`src/rtl/minihls_arb_pkg.sv`:
```
// Shared types and defaults for the minihls kernel arbiter.
// Holds the FSM encoding, default sizing, and the index-width helper.
package minihls_arb_pkg;

  localparam int N_REQ_DEF   = 4;
  localparam int DATA_W_DEF  = 32;
  localparam int TIMEOUT_DEF = 256;

  typedef enum logic [2:0] {
    IDLE,
    LAUNCH,
    WAIT,
    RESP,
    DRAIN
  } arb_state_t;

  function automatic int idx_w(input int n);
    return (n > 1) ? $clog2(n) : 1;
  endfunction

endpackage

```
`src/rtl/minihls_rr_pick.sv`:
```
// Round-robin selector: first set req bit at or above rr_ptr, wrapping at N_REQ.
// Latency: combinational.
// Backpressure: none; the result is sampled by the arbiter in IDLE only.
module minihls_rr_pick
  import minihls_arb_pkg::*;
#(
  parameter int N_REQ = N_REQ_DEF,
  parameter int IDX_W = idx_w(N_REQ_DEF)
) (
  input  logic [N_REQ-1:0] req,
  input  logic [IDX_W-1:0] rr_ptr,
  output logic             found,
  output logic [IDX_W-1:0] idx
);

  // One spare bit so rr_ptr + i never overflows before the wrap compare.
  localparam logic [IDX_W:0] LAST = (IDX_W+1)'(N_REQ - 1);
  localparam logic [IDX_W:0] SPAN = (IDX_W+1)'(N_REQ);

  logic [IDX_W:0] cand;

  always_comb begin
    found = 1'b0;
    idx   = '0;
    cand  = '0;
    for (int i = 0; i < N_REQ; i++) begin
      cand = {1'b0, rr_ptr} + (IDX_W+1)'(i);
      if (cand > LAST) begin
        cand = cand - SPAN;
      end
      if (!found && req[cand[IDX_W-1:0]]) begin
        found = 1'b1;
        idx   = cand[IDX_W-1:0];
      end
    end
  end

endmodule

```
`src/rtl/minihls_kernel_arbiter.sv`:
```
// Shares one minihls kernel among N_REQ requesters, round-robin; MINIHLS_ARB_TIMEOUT_EN adds a WAIT watchdog.
// Latency: 1 cycle req->launch, kernel schedule length launch->capture, >=5 cycles per job.
// Backpressure: result held on resp_valid until the owner's resp_accept; no launch while k_valid is stale.
module minihls_kernel_arbiter
  import minihls_arb_pkg::*;
#(
  parameter int N_REQ   = N_REQ_DEF,
  parameter int DATA_W  = DATA_W_DEF,
  parameter int TIMEOUT = TIMEOUT_DEF
) (
  input  logic              clk,
  input  logic              rst,
  input  logic [N_REQ-1:0]  req,
  output logic [N_REQ-1:0]  grant,
  output logic [N_REQ-1:0]  resp_valid,
  output logic [DATA_W-1:0] resp_data,
  output logic              resp_err,
  input  logic [N_REQ-1:0]  resp_accept,
  output logic              k_ready,
  output logic              k_accept,
  input  logic              k_valid,
  input  logic [DATA_W-1:0] k_out,
  output logic              busy
);

  localparam int               IDX_W    = idx_w(N_REQ);
  localparam logic [IDX_W-1:0] LAST_IDX = IDX_W'(N_REQ - 1);

  arb_state_t        state, state_nxt;
  logic [IDX_W-1:0]  rr_ptr, rr_ptr_nxt;
  logic [IDX_W-1:0]  owner, owner_nxt;
  logic [IDX_W-1:0]  pick_idx;
  logic              pick_found;
  logic [N_REQ-1:0]  owner_oh;
  logic [DATA_W-1:0] resp_data_nxt;
  logic              k_accept_nxt;
  logic              tmo_hit;
  logic              drain_ack;

  minihls_rr_pick #(
    .N_REQ(N_REQ),
    .IDX_W(IDX_W)
  ) u_pick (
    .req   (req),
    .rr_ptr(rr_ptr),
    .found (pick_found),
    .idx   (pick_idx)
  );

`ifdef MINIHLS_ARB_TIMEOUT_EN
  localparam int TMO_W = $clog2(TIMEOUT) + 1;

  logic [TMO_W-1:0] tmo_cnt;
  logic             drain_acked;

  assign tmo_hit   = (state == WAIT) && !k_valid && (tmo_cnt == TMO_W'(TIMEOUT - 1));
  // A result that outlived its timeout is acked once in DRAIN and dropped.
  assign drain_ack = (state == DRAIN) && resp_err && k_valid && !drain_acked;

  always_ff @(posedge clk or posedge rst) begin
    if (rst) begin
      tmo_cnt     <= '0;
      resp_err    <= 1'b0;
      drain_acked <= 1'b0;
    end else begin
      tmo_cnt <= (state == WAIT) ? tmo_cnt + 1'b1 : '0;
      if (tmo_hit) begin
        resp_err <= 1'b1;
      end else if (state_nxt == IDLE) begin
        resp_err <= 1'b0;
      end
      if (drain_ack) begin
        drain_acked <= 1'b1;
      end else if (state_nxt == IDLE) begin
        drain_acked <= 1'b0;
      end
    end
  end
`else
  logic unused_tmo;

  assign tmo_hit    = 1'b0;
  assign drain_ack  = 1'b0;
  assign resp_err   = 1'b0;
  assign unused_tmo = ^TIMEOUT;
`endif

  always_comb begin
    state_nxt     = state;
    owner_nxt     = owner;
    rr_ptr_nxt    = rr_ptr;
    resp_data_nxt = resp_data;
    k_accept_nxt  = drain_ack;
    owner_oh      = '0;
    case (state)
      IDLE: begin
        if (pick_found) begin
          owner_nxt = pick_idx;
          state_nxt = LAUNCH;
        end
      end
      LAUNCH: begin
        state_nxt = WAIT;
      end
      WAIT: begin
        if (k_valid) begin
          resp_data_nxt = k_out;
          k_accept_nxt  = 1'b1;
          state_nxt     = RESP;
        end else if (tmo_hit) begin
          resp_data_nxt = '0;
          state_nxt     = RESP;
        end
      end
      RESP: begin
        if (resp_accept[owner]) begin
          rr_ptr_nxt = (owner == LAST_IDX) ? '0 : owner + 1'b1;
          state_nxt  = DRAIN;
        end
      end
      DRAIN: begin
        if (!k_valid) begin
          state_nxt = IDLE;
        end
      end
      default: begin
        state_nxt = IDLE;
      end
    endcase
    owner_oh[owner_nxt] = 1'b1;
  end

  // Outputs are registered from the next state so they line up with it.
  always_ff @(posedge clk or posedge rst) begin
    if (rst) begin
      state      <= IDLE;
      rr_ptr     <= '0;
      owner      <= '0;
      resp_data  <= '0;
      k_accept   <= 1'b0;
      k_ready    <= 1'b0;
      grant      <= '0;
      resp_valid <= '0;
      busy       <= 1'b0;
    end else begin
      state      <= state_nxt;
      rr_ptr     <= rr_ptr_nxt;
      owner      <= owner_nxt;
      resp_data  <= resp_data_nxt;
      k_accept   <= k_accept_nxt;
      k_ready    <= (state_nxt == LAUNCH);
      grant      <= (state_nxt == LAUNCH) ? owner_oh : '0;
      resp_valid <= (state_nxt == RESP) ? owner_oh : '0;
      busy       <= (state_nxt != IDLE);
    end
  end

endmodule

```
`config.mk`:
```
export PLATFORM = sky130hd
export DESIGN_NAME = minihls_kernel_arbiter
export DESIGN_NICKNAME = d
export VERILOG_FILES = /design/src/rtl/minihls_arb_pkg.sv /design/src/rtl/minihls_rr_pick.sv /design/src/rtl/minihls_kernel_arbiter.sv
export SDC_FILE = /design/constraint.sdc
export NUM_CORES = 1
export LEC_CHECK = 0
export CAP_MARGIN = 20
export CORE_ASPECT_RATIO = 1.25
export CORE_MARGIN = 2
export CORE_UTILIZATION = 35
export CTS_BUF_LIST = sky130_fd_sc_hd__clkbuf_8
export DETAILED_ROUTE_END_ITERATION = 10
export PLACE_DENSITY = 0.7
export SYNTH_ARGS = -nofsm -noshare
export SYNTH_HDL_FRONTEND = slang
export SYNTH_HIERARCHICAL = 1
export SYNTH_SLANG_ARGS = --single-unit
```
`constraint.sdc`:
```
create_clock -name clk -period 2.35 [get_ports clk]
set_clock_uncertainty 0.15 [all_clocks]
set_input_delay 0.47 -clock clk [delete_from_list [all_inputs] [get_ports clk]]
set_output_delay 0.47 -clock clk [all_outputs]
set_load 0.005 [all_outputs]
```
==> metrics.yaml, run 1 <==
synthFlopType: "dfrtp_1"
dp_hpwl_um: 3140
worst_pin_slew_ps: 516
synth.largest_area_cell: "dfrtp_1"
final_core_util: 0.546
finalWorstSetupSlack_ps: 262
hold_viol: 0
ctsRootBufferMaster: "clkbuf_8"
syn2layout_area_growth_pct: 53.6
htree_levels: 2
report.final.slew_viol_count: 0
num_rows: 31
die_h_um: 89.1
yosysWarnings: 6
grt_pass1_vias: 1480
period_share: 0.889
critical_path.max_stage_delay_ps: 500
coreArea_mm2: 0.00570
cellPowerDensity_mw_per_mm2: 1200
dpl.cell_count: 298
num_io_pins: 87
grt_pass1_wl_um: 6810
nNetsFinal: 283
first_iter_violations: 25
grt_overflow: 0
fin_total_pwr_mw: 3.75
power.leakage_nw: 1.34
crit_required_ps: 2380
rsz0062_at_grt: "no"
portBuffers: 85
cp.arrival_ps: 2120
worstPathCellList: "clkdlybuf4s50_1, nor2_1, nand3_1, nor4b_4, mux2i_1, inv_1, nor4_1"
critical-path-slowest-cell: "clkdlybuf4s50_1"
cp-start-kind: "input port"
min_path_type: "flip-flop to flip-flop"
die_w_um: 72.1
postRouteAntennaNets: 0
layout-drive-gt1-share: 0.113
numCtsBuffers: 5
cts_buffer_depth: 2
clkTransAtPathRegs_ps: 90
gp_congestion: 0.725
ctsHoldBuffers: 0
cp-end-kind: "flip-flop"
async_reset_ff_frac: 1.00
maxSlewHeadroom: 0.653
syn_area_per_cell_um2: 14.0
insertedDiodeCount: 0
synth_nets: 189
crit_type: "input port to flip-flop"
netlist_instances: 145
synth-edff-count: 0
post-cts-setup-buffer-count: 0
clkSinkCount: 50
drc: 0
wl_per_cell_um: 13.5
grt_util_all_layers: 0.138
vias: 1433
cts_resized: 0
cts_tree: "yes"
drtPass1Iterations: 3
crit_fanout: 3
yosys-top-cells-count: "dfrtp_1 (50), mux2_1 (27), inv_1 (7), mux2_2 (7)"
yosysMostFrequentCell: "dfrtp_1"
ys_seq_area_frac: 0.617
worstSkewPairLatency_ps: 290
ys_top_cells_by_area: "dfrtp_1 (62%), mux2_1 (15%), mux2_2 (3.9%), mux2i_1 (2.0%), buf_4 (1.5%)"
die_area_mm2: 0.00642
outcome: "finished clean"
synth-seq-cells: 50
initial_core_util: 0.356
pre_cts_ws_ps: -56.8
antenna_found_initial: 0
syn_area_mm2: 0.00203
drt_wl_total_um: 4130
yosysUniqueCellTypes: 30
clock.fmax_mhz: 479
setup_violations: 0
vias_per_cell: 4.70
finalSetupTns_ps: 0
ir_worst_vdd_uv: 575
final_cells: 305
min_period_ps: 2090
maxCapViolations: 0
grt_max_degree: 34
post-synth-top-area-fraction: 0.617
==> layout make-up <==
type | instances | area, µm²
clock inverter | 1 | 30.0
fill | 496 | 2590
inverter | 8 | 30.0
tap | 66 | 82.6
sequential | 50 | 1250
multi-input combinational | 80 | 696
timing repair buffer | 94 | 943
clock buffer | 6 | 82.6
==> kinds of logic after synthesis <==
| family | share of synthesized area |
|---|---|
| AO/OA/AOI/OAI | 0.0432 |
| flip-flops | 0.617 |
| adder cells (fa/ha/maj) | 0.00617 |
| buffers and inverters | 0.0401 |
| AND/OR/NAND/NOR | 0.0833 |
| multiplexers | 0.209 |
| other | 0.00185 |
==> report_power, final <==
part / leakage, nW / internal, mW / switching (mW)
clock: 0.0573 / 0.341 / 0.266
combinational: 0.671 / 1.08 / 0.549
sequential: 0.610 / 1.26 / 0.252
==> sequential cells by signal (all words and copies together) (netlist names) <==
signal,count
resp_data,32
grant,4
resp_valid,4
state,3
owner,2
rr_ptr,2
busy,1
k_accept,1
k_ready,1
==> metal layers <==
| metal | track usage | up-vias | wire length, µm |
|---|---|---|---|
| met5 | 0 | - | 0 |
| met4 | 0.0463 | 0 | 48 |
| met3 | 0.0383 | 5 | 275 |
| met2 | 0.250 | 50 | 2080 |
| met1 | 0.156 | 688 | 1720 |
| li1 | - | 690 | - |
==> worst paths after layout <==
kind                                               start                         to  slack (ps)  cells past startpoint
worst min register to register  resp_data[6]$_DFFE_PP0P_   resp_data[6]$_DFFE_PP0P_         340                      1
max in group asynchronous                            rst         state[2]$_DFF_PP0_        1170                      3
worst max register to register        state[2]$_DFF_PP0_    resp_valid[2]$_DFF_PP0_         530                      4
worst min-delay path            resp_data[6]$_DFFE_PP0P_   resp_data[6]$_DFFE_PP0P_         340                      1
worst max-delay path                              req[1]    resp_valid[2]$_DFF_PP0_         260                      7
min in group asynchronous                            rst  resp_data[30]$_DFFE_PP0P_         360                      2
==> critical path: cells and delay by family <==
family / cells / cell delay, ps
buf+inv: 2 / 610
mux: 1 / 320
simple gates: 4 / 720
==> layout by cell type (no fill, tap or decap), types with 2 or more instances in the layout <==
master	Yosys	layout
a21oi_1	5	5
buf_12	0	2
buf_4	4	7
clkbuf_8	0	6
clkdlybuf4s50_1	0	85
dfrtp_1	50	50
inv_1	7	6
inv_2	1	2
mux2_1	27	27
mux2_2	7	7
mux2i_1	4	4
nand2_1	3	3
nand2b_1	4	4
nand3_1	2	2
nor2_1	5	5
nor4_1	4	4
o21ai_0	3	3
o221ai_1	2	2
o22ai_1	2	2
==> per-stage QoR <==
step	hold slack [ps]	cell area [µm²]
2_1_floorplan	333	2030
3_3_place_gp	318	3000
3_5_place_dp	324	3000
4_1_cts	345	3120
5_1_grt	357	3120
6_report	337	3120
(Power assumes the default switching activity.)
==> inputs of run 2 (changes only) <==
--- a/config.mk
+++ b/config.mk
@@ -5,6 +5,7 @@
 export SDC_FILE = /design/constraint.sdc
 export NUM_CORES = 1
 export LEC_CHECK = 0
+export ABC_CLOCK_PERIOD_IN_PS = 2350
 export CAP_MARGIN = 20
 export CORE_ASPECT_RATIO = 1.25
 export CORE_MARGIN = 2
==> results of run 2 <==
Final layout, timing and power as in run 1 (identical DEF).
==> inputs of run 3 (changes only) <==
--- a/config.mk
+++ b/config.mk
@@ -9,10 +9,11 @@
 export CAP_MARGIN = 20
 export CORE_ASPECT_RATIO = 1.25
 export CORE_MARGIN = 2
-export CORE_UTILIZATION = 35
+export CORE_UTILIZATION = 43
 export CTS_BUF_LIST = sky130_fd_sc_hd__clkbuf_8
 export DETAILED_ROUTE_END_ITERATION = 10
-export PLACE_DENSITY = 0.7
+export HOLD_SLACK_MARGIN = 0.12
+export PLACE_DENSITY = 0.83
 export SYNTH_ARGS = -nofsm -noshare
 export SYNTH_HDL_FRONTEND = slang
 export SYNTH_HIERARCHICAL = 1
==> run 3 against run 2 <==
Compared with the run above: sequential power is essentially flat; clock power fell by 4.8%; wire length increased by 1.6%; first-iteration DRC count grew to 3.0 times the previous value; die area decreased by 18%; global-route usage increased by 3.3 points; via count grew 1.3%; sequential share of layout area up 0.26 points; final cell count shrank 2.6%; hold slack better by 4.5 ps; critical path depth stayed put; largest cell class unchanged.
==> metrics.yaml, run 3 (same netlist as run 1, synthesis figures left out) <==
outcome: "finished clean"
reg2reg_from: "state[2]$_DFF_PP0_"
die_w_um: 65.4
rsz0062_at_grt: "no"
min_path_type: "flip-flop to flip-flop"
num_rows: 27
grt_max_degree: 51
numCtsBuffers: 5
post-cts-setup-buffer-count: 0
crit_type: "input port to flip-flop"
fin_total_pwr_mw: 3.75
cp.arrival_ps: 2110
drc: 0
grt_overflow: 0
maxCapViolations: 0
die_h_um: 80.8
ctsHoldBuffers: 0
vias: 1451
num_io_pins: 87
insertedDiodeCount: 0
final_cells: 297
min_from: "resp_data[11]$_DFFE_PP0P_"
first_iter_violations: 76
mostFrequentLayoutCells: "clkdlybuf4s50_1 (85), dfrtp_1 (50), mux2_1 (27)"
worstRegToRegCells: 4
cts_buffer_depth: 2
grt_pass1_vias: 1447
finalWorstSetupSlack_ps: 268
crit_required_ps: 2380
syn2layout_area_growth_pct: 52.6
ir_worst_vdd_uv: 658
coreArea_mm2: 0.00446
cp-start-kind: "input port"
dpl_cell_area_mm2: 0.00299
finalSetupTns_ps: 0
period_share: 0.886
drtPass1Iterations: 3
maxSlewHeadroom: 0.609
final_common_cell: "clkdlybuf4s50_1"
reg2reg_to: "resp_valid[2]$_DFF_PP0_"
final_area_mm2: 0.00310
dp_hpwl_um: 3280
critical-path-slowest-cell: "clkdlybuf4s50_1"
cp-end-kind: "flip-flop"
wl_met2_um: 2150
die_area_mm2: 0.00529
dpl.cell_count: 289
top_layer: "met4"
worst_pin_slew_ps: 580
postRouteAntennaNets: 0
grt_pass1_wl_um: 6860
hold_viol: 0
initial_core_util: 0.455
drt_wl_total_um: 4200
worstPathCellList: "clkdlybuf4s50_1, nor2_1, nand3_1, nor4b_4, mux2i_1, inv_1, nor4_1"
power.leakage_nw: 1.33
critical_path.max_stage_delay_ps: 510
gp_congestion: 0.757
layout-drive-gt1-share: 0.109
top_register: "resp_data"
whs_path_depth: 1
cts_resized: 0
holdWs_ps: 341
antenna_found_initial: 0
r2r_slack_ps: 560
cts_tree: "yes"
nNetsFinal: 282
pre_cts_ws_ps: -16.2
min_period_ps: 2080
vias_per_cell: 4.89
crit_fanout: 3
largest_register_ffs: 32
met1Wirelength_um: 1690
clkTransAtPathRegs_ps: 90
met3_length_um: 330
clock.fmax_mhz: 480
htree_levels: 2
grt_util_all_layers: 0.171
final_core_util: 0.694
ctsRootBufferMaster: "clkbuf_8"
report.final.slew_viol_count: 0
setup_violations: 0
wl_per_cell_um: 14.1
reg_top3: "resp_data x32, grant x4, resp_valid x4"
whs_endpoint: "resp_data[11]$_DFFE_PP0P_"
cellPowerDensity_mw_per_mm2: 1210
portBuffers: 85
worstSkewPairLatency_ps: 290
clkSinkCount: 50
[run 3: routing by layer]
layer	global-route usage	vias to the layer above
met5	0	-
li1	-	695
met3	0.0443	3
met4	0.0375	0
met2	0.317	62
met1	0.197	691
[run 3: cell type report]
class / count / area [µm²]
Clock buffer: 5 / 68.8
Clock inverter: 3 / 41.3
Fill cell: 357 / 1360
Inverter: 8 / 30.0
Multi-Input combinational cell: 80 / 696
Sequential cell: 50 / 1250
Tap cell: 58 / 72.6
Timing Repair Buffer: 93 / 936
[run 3: where the power goes]
part / total, mW / internal [mW] / switching, mW
Sequential: 1.53 / 1.26 / 0.264
Clock: 0.578 / 0.313 / 0.265
Combinational: 1.65 / 1.09 / 0.560
[run 3: critical path, delay by kind of cell]
| kind | cells | cell delay, ps |
|---|---|---|
| buffers and inverters | 2 | 640 |
| and+or+nand+nor | 4 | 680 |
| muxes | 1 | 330 |
[run 3: how the worst max path moves through the flow]
stage	startpoint	to	slack [ps]	cells after the start
final	req[1]	resp_valid[2]$_DFF_PP0_	270	7
after global routing	req[1]	resp_valid[0]$_DFF_PP0_	180	7
after CTS	req[1]	resp_valid[2]$_DFF_PP0_	290	7
after detailed placement	req[1]	resp_valid[2]$_DFF_PP0_	-20	7
after global placement	req[3]	resp_valid[2]$_DFF_PP0_	90	7
after floorplan	rst	busy$_DFF_PP0_	530	1
